## src/rtl/timer_counter_pkg.sv

```systemverilog
// Shared timer definitions: clock-select encodings, direction constants,
// default widths and register-block addresses.
package timer_counter_pkg;

    // Default counter width (matches TDR) and prescaler width.
    localparam int unsigned CNT_W_DEF = 8;
    localparam int unsigned PSC_W_DEF = 4;

    // TCR clock-select encodings.
    localparam logic [1:0] CKS_DIV2  = 2'b00;
    localparam logic [1:0] CKS_DIV4  = 2'b01;
    localparam logic [1:0] CKS_DIV8  = 2'b10;
    localparam logic [1:0] CKS_DIV16 = 2'b11;

    // TCR direction field.
    localparam logic DIR_UP   = 1'b0;
    localparam logic DIR_DOWN = 1'b1;

    // Register-block addresses for the registers feeding this core.
    localparam logic [7:0] TDR_ADDR = 8'h00;
    localparam logic [7:0] TCR_ADDR = 8'h01;

endpackage

```

## src/rtl/timer_prescaler.sv

```systemverilog
// Free-running prescaler for the timer. Produces a combinational tick once
// every 2/4/8/16 enabled clocks, selected by cks_i.
module timer_prescaler
    import timer_counter_pkg::*;
#(
    parameter int unsigned PSC_W = PSC_W_DEF
) (
    input  logic       clk,
    input  logic       rst_n,
    input  logic       en_i,
    input  logic       clr_i,
    input  logic [1:0] cks_i,
    output logic       tick_o
);

    logic [PSC_W-1:0] psc_q;
    logic [PSC_W-1:0] psc_d;
    logic [PSC_W-1:0] mask;
    int unsigned      nbits;

    // Select how many low prescaler bits must be all ones for a tick.
    always_comb begin
        nbits = 1;
        unique case (cks_i)
            CKS_DIV2:  nbits = 1;
            CKS_DIV4:  nbits = 2;
            CKS_DIV8:  nbits = 3;
            CKS_DIV16: nbits = 4;
            default:   nbits = 1;
        endcase
        mask = '0;
        for (int unsigned i = 0; i < PSC_W; i++) begin
            if (i < nbits) begin
                mask[i] = 1'b1;
            end
        end
    end

    // cks_i changes act immediately; the count itself is never cleared by them.
    assign tick_o = en_i & ((psc_q & mask) == mask);

    // Next prescaler value: clear on load, advance while enabled, else hold.
    always_comb begin
        psc_d = psc_q;
        if (clr_i) begin
            psc_d = '0;
        end else if (en_i) begin
            psc_d = psc_q + PSC_W'(1);
        end
    end

    // Prescaler state register.
    always_ff @(posedge clk or negedge rst_n) begin
        if (!rst_n) begin
            psc_q <= '0;
        end else begin
            psc_q <= psc_d;
        end
    end

endmodule

```

## src/rtl/timer_counter.sv

```systemverilog
// Timer counting core: reloadable up/down counter driven by the prescaler
// tick, with one-cycle overflow/underflow pulses aligned to the wrapped count.
// Optional compare-match output is built when TIMER_CMP_EN is defined.
module timer_counter
    import timer_counter_pkg::*;
#(
    parameter int unsigned CNT_W = CNT_W_DEF,
    parameter int unsigned PSC_W = PSC_W_DEF
) (
    input  logic             clk,
    input  logic             rst_n,
    input  logic             load_i,
    input  logic [CNT_W-1:0] tdr_i,
    input  logic             en_i,
    input  logic             down_i,
    input  logic [1:0]       cks_i,
`ifdef TIMER_CMP_EN
    input  logic [CNT_W-1:0] cmp_i,
    output logic             cmp_o,
`endif
    output logic [CNT_W-1:0] cnt_o,
    output logic             ovf_o,
    output logic             udf_o
);

    logic             tick;
    logic [CNT_W-1:0] cnt_q;
    logic [CNT_W-1:0] cnt_d;
    logic             ovf_q;
    logic             ovf_d;
    logic             udf_q;
    logic             udf_d;

    timer_prescaler #(
        .PSC_W(PSC_W)
    ) u_prescaler (
        .clk   (clk),
        .rst_n (rst_n),
        .en_i  (en_i),
        .clr_i (load_i),
        .cks_i (cks_i),
        .tick_o(tick)
    );

    // Next count and wrap pulses; a load wins over a same-cycle tick.
    always_comb begin
        cnt_d = cnt_q;
        ovf_d = 1'b0;
        udf_d = 1'b0;
        if (load_i) begin
            cnt_d = tdr_i;
        end else if (tick) begin
            if (down_i == DIR_UP) begin
                cnt_d = cnt_q + CNT_W'(1);
                ovf_d = (cnt_q == {CNT_W{1'b1}});
            end else begin
                cnt_d = cnt_q - CNT_W'(1);
                udf_d = (cnt_q == '0);
            end
        end
    end

    // Count and pulse registers; pulses are valid alongside the new count.
    always_ff @(posedge clk or negedge rst_n) begin
        if (!rst_n) begin
            cnt_q <= '0;
            ovf_q <= 1'b0;
            udf_q <= 1'b0;
        end else begin
            cnt_q <= cnt_d;
            ovf_q <= ovf_d;
            udf_q <= udf_d;
        end
    end

    assign cnt_o = cnt_q;
    assign ovf_o = ovf_q;
    assign udf_o = udf_q;

`ifdef TIMER_CMP_EN
    logic cmp_q;
    logic cmp_d;

    // Match only on counting, never on a direct load of the compare value.
    always_comb begin
        cmp_d = tick & ~load_i & (cnt_d == cmp_i);
    end

    // Compare-match pulse register.
    always_ff @(posedge clk or negedge rst_n) begin
        if (!rst_n) begin
            cmp_q <= 1'b0;
        end else begin
            cmp_q <= cmp_d;
        end
    end

    assign cmp_o = cmp_q;
`endif

endmodule
```

## config.mk

```make
export PLATFORM = sky130hd
export DESIGN_NAME = timer_counter
export DESIGN_NICKNAME = d
export VERILOG_FILES = /design/src/rtl/timer_counter_pkg.sv /design/src/rtl/timer_prescaler.sv /design/src/rtl/timer_counter.sv
export SDC_FILE = /design/constraint.sdc
export NUM_CORES = 1
export LEC_CHECK = 0
export ABC_AREA = 1
export CAP_MARGIN = 10
export CORE_MARGIN = 2
export CORE_UTILIZATION = 35
export CTS_BUF_LIST = sky130_fd_sc_hd__clkbuf_16
export CTS_CLUSTER_SIZE = 28
export DETAILED_ROUTE_END_ITERATION = 10
export MAX_ROUTING_LAYER = met4
export SYNTH_ARGS = -nofsm -noshare
export SYNTH_HDL_FRONTEND = slang
export SYNTH_SLANG_ARGS = --single-unit
```

## constraint.sdc

```tcl
create_clock -name clk -period 3.5 [get_ports clk]
set_clock_uncertainty 0.05 [all_clocks]
set_input_delay 0.525 -clock clk [delete_from_list [all_inputs] [get_ports clk]]
set_output_delay 0.525 -clock clk [all_outputs]
set_load 0.02 [all_outputs]
```

==> summary.txt <==
Global routing
  – Global-route wire length before repair: 4430 um
  – Initial antenna violation count: 0
  – Largest net degree at the start of global routing: 16
  – GR Util All Layers: 0.172
  – Vias in the first global route: 1,012
  – Grt total ovfl: 0

STA
  – Final Slew Violations: 0
  – Min Tclk post-route: 2.26 ns
  – Max Clock Freq: 442 MHz
  – Final setup vio count: 0
  – Setup TNS: 0 ns
  – Fin crit share: 0.647
  – RSZ-0062 raised after global routing: no
  – Number of failing hold endpoints at the final stage: 0
  – Max_slew headroom: 0.576
  – Worst-Margin Slew: 0.635 ns

Min path
  – Hold Path Origin: u_prescaler.psc_q[2]
  – Worst Hold Class: reg2reg
  – Min-Delay Path Depth: 2
  – Hold worst-path end: u_prescaler.psc_q[2]

Synthesis
  – Top cell type's share of synthesized area: 0.337
  – Cell taking the most area after synthesis: dfrtp_1
  – Seq cells post-synth: 14
  – Post-Syn Instances: 143
  – YS warnings: 0
  – Netlist cell types: 24
  – Mapped Area: 1040 um^2
  – Register area share after synthesis: 0.337
  – Syn nets: 166
  – Avg Inst Size Synth: 7.28 um^2
  – Synth top area cells: dfrtp_1 (34%), nand2_1 (16%), ha_1 (8.4%), nand3_1 (8.2%), inv_1 (6.5%)

Floorplanning
  – Initial Util: 0.374
  – Io pins: 25
  – Row count: 19
  – Die width: 58.5 um
  – DIE HEIGHT: between 50 and 60 um
  – Core ar.: 2780 um^2
  – Die area: 3430 um^2

Clocking
  – CTS tree: done
  – Worst-case clock buffer depth: 2
  – Root buffer cell: clkbuf_16
  – Reg clk slew, reported paths: 0.04 ns
  – CTS resizes: 0
  – TritonCTS Buffers: 3
  – Setup repair bufs after CTS: 0
  – Clock Latency Late Sink: 0.24 ns
  – Hold buffer count at cts: 0
  – TritonCTS Sinks: 14
  – H-tree lvl count: 1

Power and ir drop
  – Power Dens Cells: between 400 and 500 nW/um^2
  – VDD IR-drop max: roughly 0.00025 V
  – Leak: 0.708 nW

Final layout
  – Fin util: 0.502
  – Register area: 350 um^2
  – Share of layout cells above drive strength 1: 0.0765
  – Fillers: between 200 and 300
  – N_diodes: 0
  – Final Instance Area: 1400 um^2
  – Fin cells: 201
  – Fin nets: ~200
  – Multi-input logic area: 608 um^2
  – Area delta synth->final: 34.0%

Setup path
  – Worst-case reg-to-reg path depth: 10
  – Arrival time worst endpoint: approximately 2.3 ns
  – Crit path launch: down_i
  – CP dominant cell by count: nand2_1
  – Reg2Reg Setup Slack: about 1.9 ns
  – FF-to-FF End: cnt_o[6]
  – Setup Crit Path Kind: in2reg
  – Slowest CP cell: clkdlybuf4s50_1
  – CP Cell Sequence: clkdlybuf4s50_1 -> inv_1 -> fa_1 -> inv_1 -> nand2_1 -> nand2_1 -> nand3_1 -> nand2_1 -> nand2_1 -> nand3_1 -> nand2_1
  – Worst path max stage delay: ~0.70 ns
  – Reg-to-Reg Start: cnt_o[0]
  – Critical Path RT: 3.58 ns
  – Endpoint class of the critical path: register
  – CP Max Fanout: 9
  – Crit path launch type: input pin
  – Cell family with most CP delay: buffers and inverters
  – Worst path bufs/invs: 3

Run status
  – Status: complete, no violations

Routing
  – # DRC: 0
  – DR WL/cell: ~12 um
  – Metal3 WL: 90 um
  – Drt total wl: about 2400 um
  – Uppermost layer routed: met4
  – Antenna-violating nets left: 0
  – DRT iter0 DRCs: 18
  – TritonRoute pass-1 iters: 4
  – WL met2: 1130 um
  – Met1 WL: 1170 um
  – Via count: ~1,000
  – Vias per cell: ~5

Place
  – GP Congestion: 0.827
  – Area post-placement: around 1300 um^2
  – Hpwl dp: 1920 um
  – Placed cells: 198
  – Port bufs: 24

Flow run
  – Max-cap violation count: 0
[per-layer routing]
metal | track usage | up-vias
met5 | - | -
met4 | 0.0532 | 0
met3 | 0.0220 | 2
met2 | 0.289 | 18
met1 | 0.215 | 445
li1 | - | 524
[final cells by class]
class                   count  area share
repair buffers             25       0.178
multi-input cells         108       0.436
flip-flops and latches     14       0.251
clock buffers               3      0.0538
well taps                  31      0.0278
inverters                  20      0.0538
[state kept, by name, indices dropped and copies added (netlist names)]
register / cells
cnt_o: 8
ovf_o: 1
u_prescaler.psc_q: 4
udf_o: 1
[tightest hold or removal path, stage by stage (launching register included)]
cell and delay [ns]:
dfrtp_1 0.38, a21oi_1 0.05, nor2_1 0.10
[placed cells by master (no fill, tap or decap), types with 2 or more instances in the layout]
cell and count:
nand2_1 45, clkdlybuf4s50_1 24, inv_1 18, nand3_1 17, dfrtp_1 14, ha_1 7
nor2_1 6, o21ai_0 6, a21oi_1 4, nor4_1 3, nor3_1 3, clkbuf_16 3
nand2_2 2, inv_2 2, nand4_1 2, or2_2 2, nand3b_1 2, xnor2_1 2
[power breakdown]
part | leakage, nW | internal (mW) | switching, mW
Sequential | 0.179 | 0.177 | 0.0223
Clock | 0.0370 | 0.149 | 0.0574
Combinational | 0.491 | 0.0875 | 0.103
[cell families (layout without fill, tap and decap cells)]
| group | after synthesis | in the layout | share of synthesized area |
|---|---|---|---|
| flops | 14 | 14 | 0.337 |
| buf+inv | 21 | 48 | 0.0793 |
| compound gates | 13 | 13 | 0.0769 |
| xor+xnor | 3 | 3 | 0.0252 |
| fa+ha+maj | 8 | 8 | 0.103 |
| simple gates | 84 | 84 | 0.379 |
[synth_stat cells, drive strengths merged]
cell	number
nor2	7
inv	20
o21ai	6
a22oi	1
or2	2
ha	7
nand3	17
fa	1
nand2	48
nor4	3
a21oi	5
dfrtp	14
nand4	2
xor2	1
xnor2	2
nor3	3
nand3b	2
a31oi	1
buf	1
[worst max path at each step]
stage                     cells past startpoint  slack (ns)  endpoint
after global routing                         11        1.10  cnt_o[4]
after CTS                                    11        1.23  cnt_o[6]
after detailed placement                     11        0.98  cnt_o[6]
final                                        11        1.24  cnt_o[6]
after floorplan                              10        1.86  cnt_o[6]
after global placement                       11        1.02  cnt_o[6]
[through the flow]
step / worst slack, ns / hold slack (ns) / total power, mW
finish: 1.24 / 0.523 / 0.596
global route: 1.10 / 0.568 / 0.640
detailed placement: 0.983 / 0.523 / 0.393
global placement: 1.02 / 0.501 / 0.389
floorplan: 1.86 / 0.179 / 0.317
CTS: 1.23 / 0.534 / 0.602
Power figures use the tool's default switching activity.
